$ cat src/rtl/wave_sample_arbiter.sv
// Four buffered sample producers share one waveform-RAM write port, drained round-robin.
// Each channel owns a wrapping write-address counter, giving four independent circular buffers.
module wave_sample_arbiter #(
  parameter int SAMPLE_W   = 16,
  parameter int DEPTH_LOG2 = 1,
  parameter int ADDR_W     = 9
) (
  input  logic                  clk,
  input  logic                  reset_n,
  input  logic                  clear,
  input  logic [3:0]            in_valid,
  input  logic [4*SAMPLE_W-1:0] in_sample,
  input  logic                  wr_ready,
  output logic                  wr_en,
  output logic [1:0]            wr_chan,
  output logic [ADDR_W-1:0]     wr_addr,
  output logic [SAMPLE_W-1:0]   wr_data,
  output logic [3:0]            overflow,
  output logic                  busy
);

  localparam int DEPTH = 1 << DEPTH_LOG2;
  localparam int PTR_W = DEPTH_LOG2;
  localparam int CNT_W = DEPTH_LOG2 + 1;

  logic [SAMPLE_W-1:0] mem      [4][DEPTH];
  logic [PTR_W-1:0]    wptr     [4];
  logic [PTR_W-1:0]    rptr     [4];
  logic [CNT_W-1:0]    cnt      [4];
  logic [ADDR_W-1:0]   addr_cnt [4];
  logic [1:0]          rr_ptr;

  logic [3:0] nonempty;
  logic [3:0] full;
  logic [3:0] push;
  logic [3:0] pop;
  logic       load_en;
  logic       win_valid;
  logic [1:0] win_chan;
  logic [1:0] idx;

  always_comb begin
    for (int i = 0; i < 4; i++) begin
      nonempty[i] = (cnt[i] != '0);
      full[i]     = (cnt[i] == CNT_W'(DEPTH));
    end
  end

  // Valid/ready: the output register presents a write while wr_en=1 and holds it unchanged
  // until a cycle with wr_ready=1; it may reload in that same cycle, so writes can go every cycle.
  always_comb begin
    load_en   = !wr_en || wr_ready;
    win_valid = 1'b0;
    win_chan  = 2'd0;
    idx       = 2'd0;
    // Scan backwards so the last assignment is the first non-empty channel from rr_ptr.
    for (int k = 3; k >= 0; k--) begin
      idx = rr_ptr + 2'(k);
      if (nonempty[idx]) begin
        win_valid = 1'b1;
        win_chan  = idx;
      end
    end
    pop = 4'b0000;
    if (load_en && win_valid) pop[win_chan] = 1'b1;
    for (int i = 0; i < 4; i++) begin
      push[i] = in_valid[i] && (!full[i] || pop[i]);
    end
    busy = (|nonempty) || wr_en;
  end

  always_ff @(posedge clk or negedge reset_n) begin
    if (!reset_n) begin
      wr_en    <= 1'b0;
      wr_chan  <= 2'd0;
      wr_addr  <= '0;
      wr_data  <= '0;
      overflow <= 4'b0000;
      rr_ptr   <= 2'd0;
      for (int i = 0; i < 4; i++) begin
        wptr[i]     <= '0;
        rptr[i]     <= '0;
        cnt[i]      <= '0;
        addr_cnt[i] <= '0;
        for (int j = 0; j < DEPTH; j++) mem[i][j] <= '0;
      end
    end else if (clear) begin
      wr_en    <= 1'b0;
      wr_chan  <= 2'd0;
      wr_addr  <= '0;
      wr_data  <= '0;
      overflow <= 4'b0000;
      rr_ptr   <= 2'd0;
      for (int i = 0; i < 4; i++) begin
        wptr[i]     <= '0;
        rptr[i]     <= '0;
        cnt[i]      <= '0;
        addr_cnt[i] <= '0;
      end
    end else begin
      for (int i = 0; i < 4; i++) begin
        if (push[i]) begin
          mem[i][wptr[i]] <= in_sample[i*SAMPLE_W +: SAMPLE_W];
          wptr[i]         <= wptr[i] + PTR_W'(1);
        end
        if (pop[i]) rptr[i] <= rptr[i] + PTR_W'(1);
        cnt[i] <= cnt[i] + CNT_W'(push[i]) - CNT_W'(pop[i]);
        if (in_valid[i] && !push[i]) overflow[i] <= 1'b1;
      end
      if (load_en) begin
        wr_en <= win_valid;
        if (win_valid) begin
          wr_chan            <= win_chan;
          wr_addr            <= addr_cnt[win_chan];
          wr_data            <= mem[win_chan][rptr[win_chan]];
          addr_cnt[win_chan] <= addr_cnt[win_chan] + ADDR_W'(1);
          rr_ptr             <= win_chan + 2'd1;
        end
      end
    end
  end

endmodule
$ cat config.mk
export PLATFORM = sky130hd
export DESIGN_NAME = wave_sample_arbiter
export DESIGN_NICKNAME = d
export VERILOG_FILES = /design/src/rtl/wave_sample_arbiter.sv
export SDC_FILE = /design/constraint.sdc
export NUM_CORES = 1
export LEC_CHECK = 0
export CORE_MARGIN = 2
export CORE_UTILIZATION = 28
export CTS_BUF_LIST = sky130_fd_sc_hd__clkbuf_8
export DETAILED_ROUTE_END_ITERATION = 10
export PLACE_DENSITY_LB_ADDON = 0.12
export SLEW_MARGIN = 20
export SYNTH_ARGS = -nofsm -noshare
export SYNTH_HDL_FRONTEND = slang
export SYNTH_SLANG_ARGS = --single-unit
$ cat constraint.sdc
create_clock -name clk -period 6.3 [get_ports clk]
set_clock_uncertainty 0.1 [all_clocks]
set_input_delay 0.945 -clock clk [delete_from_list [all_inputs] [get_ports clk]]
set_output_delay 0.945 -clock clk [all_outputs]
set_load 0.005 [all_outputs]
# Word level (Yosys, flattened, before mapping)
# Index checks and enable logic that the tools add are counted.
[totals]
register_bits = 214
wordCells = 215
output_inout_bits = 33
in_bits = 72
[classes]
mux = 79
n_bitwise = 7
addsub = 21
eq_ne = 4
n_lt_le_gt_ge = 17
n_reduce_logical = 54
[ops]
columns = ["operator", "count"]
rows = [
  ["$mux 16", 10],
  ["$bwmux 32", 4],
  ["$mux 36", 3],
  ["$bmux 32 s2", 1],
  ["$demux 16 s1", 4],
  ["$mux 32", 2],
  ["$mux 9", 6],
  ["$bwmux 36", 1],
  ["$reduce_bool 2->1", 18],
  ["$mux 1", 25],
  ["$mux 2", 10],
  ["$bmux 9 s2", 1],
  ["$demux 9 s2", 1],
  ["$mux 4", 4],
  ["$logic_and 1x1->1", 15],
  ["$lt 2x3->1 const B", 5],
  ["$bmux 1 s2", 5],
  ["$ge 2x2->1 const B", 5],
  ["$not 1->2", 5],
  ["$reduce_and 2->1", 5],
  ["$add 9x1->9 const B", 1],
  ["$logic_not 1->1", 9],
  ["$add 1x1->1 const B", 8],
  ["$add 2x1->2", 4],
  ["other kinds (14)", 30],
]

# Logic depth before layout (Yosys ltp)
[logic_depth]
word_depth = 18
ltp_mapped = 15
ltp_nobuf = 13

# Least setup slack after synthesis
# OpenSTA, ideal clock, no wires.
[synth_timing]
path_type = "register -> register"
from = "reg rr_ptr[1]"
to = "reg addr_cnt[17] (netlist name)"
setup_ns = 0.132
stages_incl_launch_ff = 15
path_buffers = 4
synth_period_minus_slack_ns = 3.396
t_arrival_ns = 3.165
slack_ns = 2.904
required_time_ns = 6.068
cell_sequence = "dfrtp_1 -> or4_4 -> and3_1 -> buf_6 -> buf_6 -> buf_2 -> buf_1 -> a31oi_1 -> ha_1 -> nand2_1 -> mux2i_1 -> a32oi_1 -> nor4b_1 -> xnor2_1 -> nor2_1"
[synth_between]
elab_chain_cells = 16
elab_cells_between_ends = 35
classes_between = "add/sub: 4; order compare: 2; mux: 25; bitwise: 1; reduce/logical: 3"
[synth_rtl]
columns = ["item", "line_no", "rtl"]
rows = [
  ["from (decl)", "31", "logic [1:0] rr_ptr;"],
  ["from (signal assigned)", "117", "rr_ptr <= win_chan + 2'd1;"],
  ["$add 2x2->2", "58", "idx = rr_ptr + 2'(k);"],
  ["$bmux 1 s2", "59", "if (nonempty[idx]) begin"],
  ["$mux 1 (not written as such)", "59", ""],
  ["$mux 2 (4 in a row)", "59", ""],
  ["$not 2->3 (not written as such)", "116", "addr_cnt[win_chan] <= addr_cnt[win_chan] + ADDR_W'(1);"],
  ["$bmux 9 s2, or another cell as far along", "116", ""],
  ["$mux 9 (not written as such) / $logic_and 1x1->1 (equally long branches)", "116", ""],
  ["$mux 9 (not written as such)", "116", ""],
  ["$add 9x1->9 / $demux 9 s2 (equally long branches)", "116", ""],
  ["$bwmux 36", "116", ""],
  ["$mux 36", "112", "if (win_valid) begin"],
  ["$mux 36", "110", "if (load_en) begin"],
  ["$mux 36", "87", "end else if (clear) begin"],
  ["to (signal, indexed assignment)", "116", ""],
  ["to (decl)", "30", "logic [ADDR_W-1:0] addr_cnt [4];"],
]
# Parallel ways exist; a longest one is shown, timed or not. The select of a mux whose other input is x is not followed.
# A chain may end at the register's enable or synchronous reset.

# Final worst setup path
[layout_timing]
from = "reg cnt[5] (netlist name)"
to = "reg addr_cnt[33] (netlist name)"
[layout_between]
elab_chain_cells = 16
elab_cells_between_ends = 33
classes_between = "add/sub: 1; order compare: 2; mux: 25; bitwise: 1; reduce/logical: 4"
[layout_rtl]
columns = ["item", "line_no", "rtl"]
rows = [
  ["from (decl)", "29", "logic [CNT_W-1:0] cnt [4];"],
  ["from (signal, indexed assignment)", "107", "cnt[i] <= cnt[i] + CNT_W'(push[i]) - CNT_W'(pop[i]);"],
  ["$reduce_bool 2->1 (*)", "44", "nonempty[i] = (cnt[i] != '0);"],
  ["$bmux 1 s2", "59", ""],
  ["$mux 1 (not written as such)", "59", ""],
  ["$mux 2 (4 in a row)", "59", ""],
  ["$not 2->3 (not written as such)", "116", ""],
  ["$bmux 9 s2, or another cell as far along", "116", ""],
  ["$mux 9 (not written as such) / $logic_and 1x1->1 (equally long branches)", "116", ""],
  ["$mux 9 (not written as such)", "116", ""],
  ["$add 9x1->9 / $demux 9 s2 (equally long branches)", "116", ""],
  ["$bwmux 36", "116", ""],
  ["$mux 36", "112", ""],
  ["$mux 36", "110", ""],
  ["$mux 36", "87", ""],
]
# Mark *: on every way between the ends. The rest lies on a longest branch, timed or not. The select of a mux whose other input is x is not followed.

==> results.cfg <==
[setup_path]
reg2regPathDepth = 13
critPathBufInv = 1
cp_cell_sequence = nor2_1 -> o21a_1 -> o21a_4 -> mux2i_1 -> mux2_2 -> inv_1 -> ha_1 -> nand2_1 -> mux2i_1 -> a32oi_1 -> nor2_1 -> xor2_1 -> a211oi_1
path_delay_family = compound AO/OA/AOI/OAI gates
slowest_stage = o21a_4
arrival_ns = 4.25
cp_max_fo = 39
end_kind = register
required_ns = 6.59
r2r_end = addr_cnt[33]
critPathLaunchType = register
critical_path_class = register to register
regToRegStartpoint = cnt[5]
r2r_setup_slack_ns = 2.35
slowest_delay_ns = 0.53

[floorplanning]
die_y_um = 196.1
ios = 105
num_rows = 70
coreArea_um2 = 36430
die_w_um = 196.1
initial_utilization_pct = 28.35
die_area_um2 = 38440

[timing]
max_freq_ghz = 0.2530
worst_slew_margin_rel_pct = 34.86
min_period_over_period_pct = 62.75
tightest_slew_ns = 0.9772
setup_viol = 0
rsz0062_at_grt = false
tns_ns = 0
maxSlewViolCount = 0
fin_crit_ns = 3.953
finalHoldViolations = 0
setup_ws_ns = 2.347

[outcome]
status = finished clean

[cts]
h-tree-depth = 2
cts_tree = built
clk_latency_ns = 0.55
clk_path_buf_depth = 3
clk_pin_slew_ns = 0.06
postCtsHoldBufs = 0
cts-root-buf = clkbuf_8
post_cts_resized = 0
clock-sinks = 214
cts-buffers-inserted = 40
post-cts-setup-buffer-count = 0

[synth]
yosys-top-cells-area = dfrtp_1, mux2_2, nand2_1
synth-main-ff-cell = dfrtp_1
syn-mean-instance-area_um2 = 10.76
syn_nets = 1041
yosysMostFrequentCell = dfrtp_1
synth_warnings = 0
synthCells = 960
synth_cell_types = 48
yosysSeqAreaShare_pct = 51.85
ys_ff_latch = 214
synthArstFlopShare_pct = 100.0
synth_area_um2 = 10330
synth_area_leader_cell = dfrtp_1
synthTopCellsByCount = dfrtp_1, nand2_1, mux2_2
synth_edf_count = 0
synth_top_area_share_pct = 51.85

[placed_design]
pre_cts_slack_ns = 2.031
io_buffers = 104
dpl.hpwl_mm = 20.22
dp_cells = 1477
place.gp.congestion = 0.8051

[detailed_routing]
drtIter0Drc = 392
drt-total-wl_mm = 30.19
post_drt_wl_per_cell_um = 19.57
via_per_inst = 4.845
first_pass_iters = 4
drc = 0
ant_nets = 0
vias = 7476

[cells_and_area]
drive_gt1_share_pct = 19.44
synthToLayoutAreaGrowth_pct = 20.65
fin_cells = 1543
final_net_count = 1132
diodes = 0

[pwr]
pwr-share-seq_pct = 33.1
swShare_pct = 42.95
power_mw = 7.048
peakVddDrop_uv = 213.5
internal_power_mw = 4.021
switchingPower_mw = 3.027
leakagePower_nw = 5.359
powerDensity_nw_per_um2 = 565.6
pwr-share-comb_pct = 49.1
clockPowerShare_pct = 17.8

[grt]
grt_pass1_vias = 7998
grt_antenna_before_repair = 0
grt_max_degree = 125
grt_pass1_wl_mm = 47.15
grt_usage_pct = 15.98
grt-ovfl-total = 0

[run]
drv_cap = 0

[hold_path]
hold_path_class = primary input to async pin
-- registers in the layout, summed over array words and instances (netlist names) --
name and count:
rptr 4, rr_ptr 2, wptr 4, wr_addr 9, wr_data 16, wr_en 1
mem 128, wr_chan 2, overflow 4, addr_cnt 36, cnt 8
-- power groups by stage --
| stage | logic, mW | registers [mW] | clock network, mW |
|---|---|---|---|
| 2_1_floorplan | 2.49 | 2.24 | 0 |
| 3_3_place_gp | 3.53 | 2.35 | 0 |
| 3_5_place_dp | 3.55 | 2.36 | 0 |
| 4_1_cts | 3.56 | 2.34 | 1.30 |
| 5_1_grt | 3.86 | 2.42 | 1.37 |
| 6_report | 3.46 | 2.33 | 1.25 |
-- stage by stage --
step	instance area [µm²]	hold WS, ns	util, %
2_1_floorplan	10330	0.3580	-
3_3_place_gp	11740	0.3666	32.23
3_5_place_dp	11740	0.3748	32.23
4_1_cts	12460	0.3493	34.20
5_1_grt	12460	0.3846	34.20
6_report	12460	0.3056	34.20
-- worst register-to-register path: cells and delay by family, from the launching register on --
family | cells | cell delay, ns
buffers and inverters | 1 | 0.22
AO/OA/AOI/OAI | 4 | 1.17
adder cells (fa/ha/maj) | 1 | 0.33
XOR/XNOR | 1 | 0.38
AND/OR/NAND/NOR | 3 | 0.49
flip-flops | 1 | 0.42
multiplexers | 3 | 0.70
-- metal layers --
layer  wire (µm)  vias up  global-route usage [%]
met3        1235       47                   2.596
li1            -     3524                       -
met1       13070     3764                   20.36
met5           0        -                       0
met4         571        0                   4.012
met2       15320      141                   28.21
-- how the worst max path moves through the flow --
| stage | startpoint | endpoint | cells after the start |
|---|---|---|---|
| 2_1_floorplan | rr_ptr[1] | addr_cnt[17] | 14 |
| 3_3_place_gp | wr_ready | mem[112] | 8 |
| 3_5_place_dp | wr_ready | mem[116] | 8 |
| 4_1_cts | cnt[5] | addr_cnt[15] | 13 |
| 5_1_grt | cnt[5] | addr_cnt[33] | 13 |
| 6_report | cnt[5] | addr_cnt[33] | 13 |
-- cell usage in the layout, fill, tap and decap left out, types with 12 or more instances in the layout --
| master | Yosys | layout |
|---|---|---|
| a21oi_1 | 23 | 23 |
| nor3_1 | 19 | 19 |
| xnor2_1 | 14 | 14 |
| mux2i_1 | 14 | 14 |
| a211oi_1 | 26 | 26 |
| clkdlybuf4s50_1 | 0 | 102 |
| a311oi_1 | 36 | 36 |
| mux2_2 | 100 | 100 |
| inv_1 | 5 | 22 |
| dfrtp_1 | 214 | 214 |
| clkbuf_8 | 0 | 45 |
| mux2_4 | 20 | 20 |
| and3_1 | 24 | 23 |
| nand2_1 | 177 | 177 |
| nor2_1 | 90 | 90 |
| nand3_1 | 38 | 38 |
| buf_4 | 6 | 12 |
-- layout make-up --
type                    instances  area [µm²]
flip-flops and latches        214        5355
well taps                     468       585.6
clock inverters                21       98.84
fillers                      3800       23970
inverters                       5       18.77
repair buffers                116        1146
clock buffers                  45       619.3
multi-input cells             674        4638
-- kinds of logic (layout without fill, tap and decap cells) --
logic type      Yosys count  after routing  synth area share [%]
fa+ha+maj                 9              9                 1.090
simple gates            382            382                 16.91
compound gates          112            112                 8.092
xor+xnor                 25             25                 2.120
flops                   214            214                 51.85
buf+inv                  72            187                 3.440
mux                     146            146                 16.50
Note: power is estimated with default switching activity, not from simulation.
